==> src/rtl/operand_collector_if.sv <==
// rtl/operand_collector_if.sv - decode/execute handshake bundle for operand_collector (sum port when COLLECTOR_SUM_EN)
interface operand_collector_if #(
  parameter int WIDTH = 8,
  parameter int DEPTH = 3,
  parameter int CTR_W = 12
);
  localparam int CW = $clog2(DEPTH + 1);

  logic                     put_en;
  logic                     op_en;
  logic [WIDTH-1:0]         value;
  logic [CTR_W-1:0]         control_ctr;
  logic [DEPTH*WIDTH-1:0]   slot_data;
  logic [DEPTH-1:0]         slot_valid;
  logic [CW-1:0]            count;
  logic                     full;
  logic                     op_fire;
  logic [CW-1:0]            op_count;
  logic                     overflow;
  logic                     conflict;
  logic [CTR_W-1:0]         accumulator_ctr;
`ifdef COLLECTOR_SUM_EN
  logic [WIDTH+CW-1:0]      sum;
`endif

  // decode side: drives instructions, observes collected operands
  modport master (
`ifdef COLLECTOR_SUM_EN
    input  sum,
`endif
    output put_en, op_en, value, control_ctr,
    input  slot_data, slot_valid, count, full, op_fire, op_count,
    input  overflow, conflict, accumulator_ctr
  );

  // collector side
  modport slave (
`ifdef COLLECTOR_SUM_EN
    output sum,
`endif
    input  put_en, op_en, value, control_ctr,
    output slot_data, slot_valid, count, full, op_fire, op_count,
    output overflow, conflict, accumulator_ctr
  );
endinterface

==> src/rtl/operand_collector.sv <==
// rtl/operand_collector.sv - DEPTH-slot operand collector, one event per control_ctr value (optional COLLECTOR_SUM_EN running sum)
module operand_collector #(
  parameter int WIDTH = 8,
  parameter int DEPTH = 3,
  parameter int CTR_W = 12
) (
  input logic               clk,
  input logic               rst_n,
  operand_collector_if.slave bus
);
  localparam int CW = $clog2(DEPTH + 1);
  localparam int SW = WIDTH + CW;
  localparam logic [CW-1:0] DEPTH_C = CW'(DEPTH);

  localparam logic [1:0] ST_EMPTY   = 2'd0;
  localparam logic [1:0] ST_FILLING = 2'd1;
  localparam logic [1:0] ST_FULL    = 2'd2;

  logic [DEPTH*WIDTH-1:0] slot_data_q;
  logic [DEPTH-1:0]       slot_valid_q;
  logic [CW-1:0]          count_q;
  logic                   op_fire_q;
  logic [CW-1:0]          op_count_q;
  logic                   overflow_q;
  logic                   conflict_q;
  logic [CTR_W-1:0]       acc_ctr_q;
  logic                   first_pending_q;
  logic [1:0]             state;
  logic                   event_ok;
`ifdef COLLECTOR_SUM_EN
  logic [SW-1:0]          sum_q;
`endif

  // occupancy state is a pure function of the fill count
  always_comb begin
    state = ST_FILLING;
    if (count_q == '0)
      state = ST_EMPTY;
    else if (count_q == DEPTH_C)
      state = ST_FULL;
  end

  // a new instruction is recognised by a change of control_ctr (or the first one after reset)
  assign event_ok = first_pending_q || (bus.control_ctr != acc_ctr_q);

  // slot fill, op consume and sticky error tracking, one action per accepted instruction
  always_ff @(posedge clk) begin
    if (!rst_n) begin
      slot_data_q     <= '0;
      slot_valid_q    <= '0;
      count_q         <= '0;
      op_fire_q       <= 1'b0;
      op_count_q      <= '0;
      overflow_q      <= 1'b0;
      conflict_q      <= 1'b0;
      acc_ctr_q       <= '0;
      first_pending_q <= 1'b1;
`ifdef COLLECTOR_SUM_EN
      sum_q           <= '0;
`endif
    end else begin
      op_fire_q <= 1'b0;
      if (event_ok) begin
        acc_ctr_q       <= bus.control_ctr;
        first_pending_q <= 1'b0;
        if (bus.put_en && !bus.op_en) begin
          if (state == ST_FULL) begin
            overflow_q <= 1'b1;
          end else begin
            // slots fill in order, so the next free slot index equals the count
            for (int i = 0; i < DEPTH; i++) begin
              if (count_q == CW'(i)) begin
                slot_data_q[i*WIDTH +: WIDTH] <= bus.value;
                slot_valid_q[i]               <= 1'b1;
              end
            end
            count_q <= count_q + CW'(1);
`ifdef COLLECTOR_SUM_EN
            sum_q   <= sum_q + SW'(bus.value);
`endif
          end
        end else if (bus.op_en && !bus.put_en) begin
          // slot_data is kept so the ALU can read operands during the op_fire cycle
          op_fire_q    <= 1'b1;
          op_count_q   <= count_q;
          slot_valid_q <= '0;
          count_q      <= '0;
`ifdef COLLECTOR_SUM_EN
          sum_q        <= '0;
`endif
        end else if (bus.op_en && bus.put_en) begin
          conflict_q <= 1'b1;
        end
      end
    end
  end

  assign bus.slot_data       = slot_data_q;
  assign bus.slot_valid      = slot_valid_q;
  assign bus.count           = count_q;
  assign bus.full            = (state == ST_FULL);
  assign bus.op_fire         = op_fire_q;
  assign bus.op_count        = op_count_q;
  assign bus.overflow        = overflow_q;
  assign bus.conflict        = conflict_q;
  assign bus.accumulator_ctr = acc_ctr_q;
`ifdef COLLECTOR_SUM_EN
  assign bus.sum             = sum_q;
`endif
endmodule

==> src/flat_wrapper.sv <==
// flat-port wrapper written by rule: the top's interface ports become plain ports
module operand_collector_flat 
#(
  parameter int WIDTH = 8,
  parameter int DEPTH = 3,
  parameter int CTR_W = 12
)
  (clk, rst_n, bus_put_en, bus_op_en, bus_value, bus_control_ctr, bus_slot_data, bus_slot_valid, bus_count, bus_full, bus_op_fire, bus_op_count, bus_overflow, bus_conflict, bus_accumulator_ctr);
  operand_collector_if #(.WIDTH(WIDTH), .DEPTH(DEPTH), .CTR_W(CTR_W)) bus_i ();
  input logic clk;
  input logic rst_n;
  input wire logic [$bits(bus_i.put_en)-1:0] bus_put_en;
  input wire logic [$bits(bus_i.op_en)-1:0] bus_op_en;
  input wire logic [$bits(bus_i.value)-1:0] bus_value;
  input wire logic [$bits(bus_i.control_ctr)-1:0] bus_control_ctr;
  output wire logic [$bits(bus_i.slot_data)-1:0] bus_slot_data;
  output wire logic [$bits(bus_i.slot_valid)-1:0] bus_slot_valid;
  output wire logic [$bits(bus_i.count)-1:0] bus_count;
  output wire logic [$bits(bus_i.full)-1:0] bus_full;
  output wire logic [$bits(bus_i.op_fire)-1:0] bus_op_fire;
  output wire logic [$bits(bus_i.op_count)-1:0] bus_op_count;
  output wire logic [$bits(bus_i.overflow)-1:0] bus_overflow;
  output wire logic [$bits(bus_i.conflict)-1:0] bus_conflict;
  output wire logic [$bits(bus_i.accumulator_ctr)-1:0] bus_accumulator_ctr;
  assign bus_i.put_en = bus_put_en;
  assign bus_i.op_en = bus_op_en;
  assign bus_i.value = bus_value;
  assign bus_i.control_ctr = bus_control_ctr;
  assign bus_slot_data = bus_i.slot_data;
  assign bus_slot_valid = bus_i.slot_valid;
  assign bus_count = bus_i.count;
  assign bus_full = bus_i.full;
  assign bus_op_fire = bus_i.op_fire;
  assign bus_op_count = bus_i.op_count;
  assign bus_overflow = bus_i.overflow;
  assign bus_conflict = bus_i.conflict;
  assign bus_accumulator_ctr = bus_i.accumulator_ctr;
  operand_collector #(.WIDTH(WIDTH), .DEPTH(DEPTH), .CTR_W(CTR_W)) u_core (.clk(clk), .rst_n(rst_n), .bus(bus_i));
endmodule
==> config.mk <==
export PLATFORM = sky130hd
export DESIGN_NAME = operand_collector_flat
export DESIGN_NICKNAME = d
export VERILOG_FILES = /design/src/rtl/operand_collector_if.sv /design/src/rtl/operand_collector.sv /design/src/flat_wrapper.sv
export SDC_FILE = /design/constraint.sdc
export NUM_CORES = 1
export LEC_CHECK = 0
export CAP_MARGIN = 5
export CORE_MARGIN = 2
export CORE_UTILIZATION = 40
export CTS_BUF_LIST = sky130_fd_sc_hd__clkbuf_4 sky130_fd_sc_hd__clkbuf_8
export DETAILED_ROUTE_END_ITERATION = 10
export PLACE_DENSITY = 0.8
export SLEW_MARGIN = 5
export SYNTH_ARGS = -nofsm -noshare
export SYNTH_HDL_FRONTEND = slang
export SYNTH_SLANG_ARGS = --single-unit
==> constraint.sdc <==
create_clock -name clk -period 2.75 [get_ports clk]
set_input_delay 0.4125 -clock clk [delete_from_list [all_inputs] [get_ports clk]]
set_output_delay 0.4125 -clock clk [all_outputs]
set_load 0.1 [all_outputs]
* Yosys cells after proc, flatten, opt, wreduce, memory -nomap -nowiden
Index checks and enable logic that the tools add are counted.
** Word-level totals
- Flip-flop bits (word level) :: 47
- Bits of input ports :: 24
- Word-level logic and storage cells :: 59
** Cells by class
- Add/sub/neg operators :: 1
- Eq/ne operators :: 9
- Muxes and demuxes :: 12
- Bitwise operators :: 5
- Reduce and logical (&&, ||, !) cells :: 19
** Operators with widths (number)
- AND reduction 4 bit :: 7
- inequality test 12 bit :: 1
- 2-to-1 mux 2 bit :: 5
- 2-to-1 mux 3 bit :: 3
- AND reduction 3 bit :: 3
- inequality test 2 bit, second input constant :: 4
- equality test 2 bit, second input constant :: 3
- inverter 1 bit :: 5
- 2-to-1 mux 1 bit :: 4
- logical AND 1 bit :: 3
- OR reduction 3 bit :: 1
- adder 2 x 1 -> 2 bit, second input constant :: 1
- equality test 2 x 1 -> 1 bit, second input constant :: 1
- zero test 1 bit :: 2
- zero test 2 bit :: 1
- nonzero test 2 bit :: 1
- logical OR 1 bit :: 1

* Logic depth before layout (Yosys ltp)
- Word-level depth :: 6
- Gate-level depth with buffers :: 7

* Worst setup path after synthesis
OpenSTA, ideal clock, no wires.
- Path kind :: flip-flop to flip-flop
- From :: register u_core.count_q[0] (netlist: u_core.bus.count[0])
- To :: register u_core.count_q[1] (netlist: u_core.bus.count[1])
- Setup time :: 0.120 ns
- Arrival time :: 2.495 ns
- Setup slack :: 0.135 ns
- Cell stages (with the launch flop) :: 6
- Path buffers :: 0
- Clock period less this slack :: 2.615 ns
- Path through :: dfxtp_1 > ha_1 > nor2_1 > nand3_1 > nor3_1 > o21bai_1
** On the way
- Word-level cells in the longest chain between the ends :: 6
- Elaborated cells on any way between the ends :: 10
- Those cells by class :: add/sub (1); eq/ne (3); mux (4); reduce/logical (2)
** Ends and longest elaborated chain
- start: declaration :: RTL line operand_collector.sv:21 : logic [CW-1:0] count_q;
- start signal: assignment :: RTL line operand_collector.sv:77 : count_q <= count_q + CW'(1);
- equality test 2 bit :: RTL line operand_collector.sv:39 : else if (count_q == DEPTH_C)
- 2-to-1 mux 2 bit :: RTL line operand_collector.sv:39
- 2-to-1 mux 2 bit * :: RTL line operand_collector.sv:37 : if (count_q == '0)
- equality test 2 bit *
- net bus_full :: RTL line flat_wrapper.sv:19 : output wire logic [$bits(bus_i.full)-1:0] bus_full;
- inequality test 2 bit (no line) *
- AND reduction 3 bit (no line) *
Mark *: on every way through the listed nets, which the timed path passes. The rest lies on a longest branch. The select of a mux whose other input is x is not followed.
A chain may end at the register's enable or synchronous reset.

* Worst setup path after layout
- From :: input port bus_control_ctr[2]
- To :: register u_core.slot_data_q[15] (netlist: u_core.bus.slot_data[15])
** On the way
- Word-level cells in the longest chain between the ends :: 3
** Ends and longest elaborated chain
- start: declaration :: RTL line flat_wrapper.sv:15 : input wire logic [$bits(bus_i.control_ctr)-1:0] bus_control_ctr;
- inequality test 12 bit :: RTL line operand_collector.sv:44 : assign event_ok = first_pending_q || (bus.control_ctr != acc_ctr_q);
- logical OR 1 bit :: RTL line operand_collector.sv:44
- AND reduction 4 bit (no line)
- end signal: indexed assignment :: RTL line operand_collector.sv:73 : slot_data_q[i*WIDTH +: WIDTH] <= bus.value;
- end: declaration :: RTL line operand_collector.sv:19 : logic [DEPTH*WIDTH-1:0] slot_data_q;
Every way passes these cells.

==> results.yml <==
routing:
  routedWlPerCell_um: 12.6
  drt_iter0_markers: 37
  drt_first_pass_iters: 4
  drt_wl_total_mm: 4.01
  drc_errors: 0
  final_antenna_net_count: 0
  vias: 1488
  via_per_inst: 4.69
grt:
  gr-total-overflow: 0
  grt_pass1_vias: 1353
  grt_use_total_pct: 15.8
  grt_max_degree: 37
  antenna_found_initial: 0
  grt_pass1_wl_mm: 6.48
synthesis:
  syn_avg_cell_area_um2: 9.99
  synth-seq-cells: 47
  yosysUniqueCellTypes: 26
  syn_inst: 191
  yosys_warnings: 0
  synthesis.area_mm2: 0.00191
  ys_seq_area_share_pct: 49.3
  syn_nets: 223
worst_setup_path:
  rr_worst_depth: 5
  cp_max_fo: 12
  crit_type: "input pin to flop"
  cp-start-kind: "input pin"
  crit_arrival_ns: 2.21
  cp_data_required_time_ns: 2.91
  end_kind: "flop"
power:
  p_switching_w: 0.000454
  p_seq_share_pct: 46.6
  power.internal_w: 0.00108
  power_per_cell_area_mw_per_mm2: 581
  clkPwrFrac_pct: 34.1
  power_leakage_nw: 1.18
  switching_share_pct: 29.6
  ir_drop_uv: 325
  combPwrFrac_pct: 19.2
clock_network:
  cts_root_buffer: "clkbuf_8"
  cts_setup_buffers: 0
  clk_pin_slew_ns: 0.08
  clock_latency_ns: 0.30
  holdBufCountCts: 0
  cts_inserted_buffers: 5
  clock_path_buffers: 2
  clock_sinks: 47
  tritoncts: "yes"
  post_cts_resized: 0
  h-tree-depth: 2
cells_and_area:
  antenna-diode-count: 0
  syn2layout_area_growth_pct: 38.4
  layout_commonest_cell: "buf_4"
  final_util_pct: 56.7
  final_cells: 317
  drive_gt1_share_pct: 23.2
  num-fill-cells: 424
  num-nets-final: 294
  most-common-layout-cells: "49 x buf_4, 47 x dfxtp_1, 41 x nand2_1"
hold_path:
  hold_depth: 2
  hp-class: "flop to flop"
sta:
  tightest_slew_ns: 0.625
  finalCritPeriodShare_pct: 74.6
  drv_slew: 0
  slew_headroom_pct: 58.3
  setup_tns_ns: 0
  fin_skew_ns: 0.00820
  final-setup-viol-count: 0
  final.min_clock_period_ns: 2.05
  rsz0062_at_grt: "no"
  whs_ns: 0.464
  hold_viol: 0
  fmax_mhz: 488
place:
  hpwl_mm: 2.90
  place_congestion: 0.789
  dp.cells: 309
  portBuffers: 70
run:
  max_cap_viol_count: 0
floorplan:
  core_area_mm2: 0.00466
  die-area_mm2: 0.00534
  start_util_pct: 40.9
  io_pins: 71
  die_w_um: 73.1
  fp.dieH_um: 73.1
  rows: 25
outcome:
  status: "completed"
==> worst max-delay path: stages <==
cell and delay, ns:
clkdlybuf4s50_1 0.43, xor2_1 0.15, nor4_1 0.31, and4_1 0.50, nor2_2 0.24, mux2i_1 0.16
==> kinds of logic (layout without fill, tap and decap cells) <==
kind of cell,count (synthesis),count (layout),synth area share [%]
compound gates,9,9,3.54
xor+xnor,12,12,5.51
fa+ha+maj,8,8,5.25
buf+inv,14,86,3.54
flops,47,47,49.3
mux,26,26,13.6
simple gates,75,75,19.2
==> metrics by stage <==
step | instance area, um^2 | total power [W] | setup WS [ns]
after floorplan | 1910 | 0.000943 | 0.135
after global placement | 2520 | 0.00103 | 0.422
after detailed placement | 2520 | 0.00103 | 0.360
after CTS | 2640 | 0.00155 | 0.681
after global routing | 2640 | 0.00159 | 0.507
final | 2640 | 0.00153 | 0.699
==> state kept, by name, summed over array words and instances, names as in the netlist <==
register / cells
u_core.bus.accumulator_ctr: 12
u_core.bus.conflict: 1
u_core.bus.count: 2
u_core.bus.op_count: 2
u_core.bus.op_fire: 1
u_core.bus.overflow: 1
u_core.bus.slot_data: 24
u_core.bus.slot_valid: 3
u_core.first_pending_q: 1
==> cell type report <==
cell class                      instances  area, um^2  area share, %
Timing Repair Buffer                   72         593           22.5
Inverter                                6        22.5          0.853
Clock inverter                          2        35.0           1.33
Multi-Input combinational cell        130         900           34.1
Clock buffer                            6        82.6           3.13
Sequential cell                        47         941           35.6
Tap cell                               54        67.6           2.56
==> cell usage after synthesis <==
cell type / number / area share (%)
o21ba_1: 2 / 1.0
and2_1: 12 / 3.9
clkbuf_1: 6 / 1.2
nand3_1: 2 / 0.52
o21bai_1: 1 / 0.39
o2bb2ai_1: 1 / 0.46
nand2_1: 41 / 8.1
nor2_1: 4 / 0.79
nor2_8: 1 / 1.0
buf_6: 2 / 1.2
nor3b_1: 1 / 0.39
nor3_1: 5 / 1.3
ha_1: 8 / 5.2
mux2i_1: 26 / 14
a31oi_1: 1 / 0.33
o21a_1: 2 / 0.79
and4_1: 1 / 0.46
nor2_2: 2 / 0.66
xor2_1: 12 / 5.5
o21ai_1: 1 / 0.26
nor4_1: 2 / 0.66
nand2b_1: 3 / 0.98
inv_1: 6 / 1.2
or4_1: 1 / 0.39
dfxtp_1: 47 / 49
o21ai_0: 1 / 0.26
==> power groups by stage <==
| stage | Sequential [W] | Combinational [W] | Clock (W) |
|---|---|---|---|
| 3_3_place_gp | 0.000731 | 0.000295 | 0 |
| 5_1_grt | 0.000719 | 0.000312 | 0.000560 |
| 3_5_place_dp | 0.000731 | 0.000297 | 0 |
| 6_report | 0.000716 | 0.000295 | 0.000524 |
| 2_1_floorplan | 0.000881 | 0.0000626 | 0 |
| 4_1_cts | 0.000716 | 0.000298 | 0.000535 |
==> path summary, 6_finish.rpt <==
| check | startpoint | endpoint | slack [ns] |
|---|---|---|---|
| hold reg to reg | u_core.bus.slot_data[11] | u_core.bus.slot_data[11] | 0.46 |
| setup / recovery | bus_control_ctr[2] | u_core.bus.slot_data[15] | 0.70 |
| hold / removal | u_core.bus.slot_data[11] | u_core.bus.slot_data[11] | 0.46 |
| setup reg to reg | u_core.bus.accumulator_ctr[2] | u_core.bus.slot_data[15] | 0.91 |
==> routing by layer <==
layer	global-route usage [%]	vias to the layer above	share of wire, %
met3	4.01	7	5.5
li1	-	765	-
met1	20.6	677	45
met5	0	-	0
met4	6.79	0	1.7
met2	24.6	39	48
Note: power is estimated with default switching activity, not from simulation.
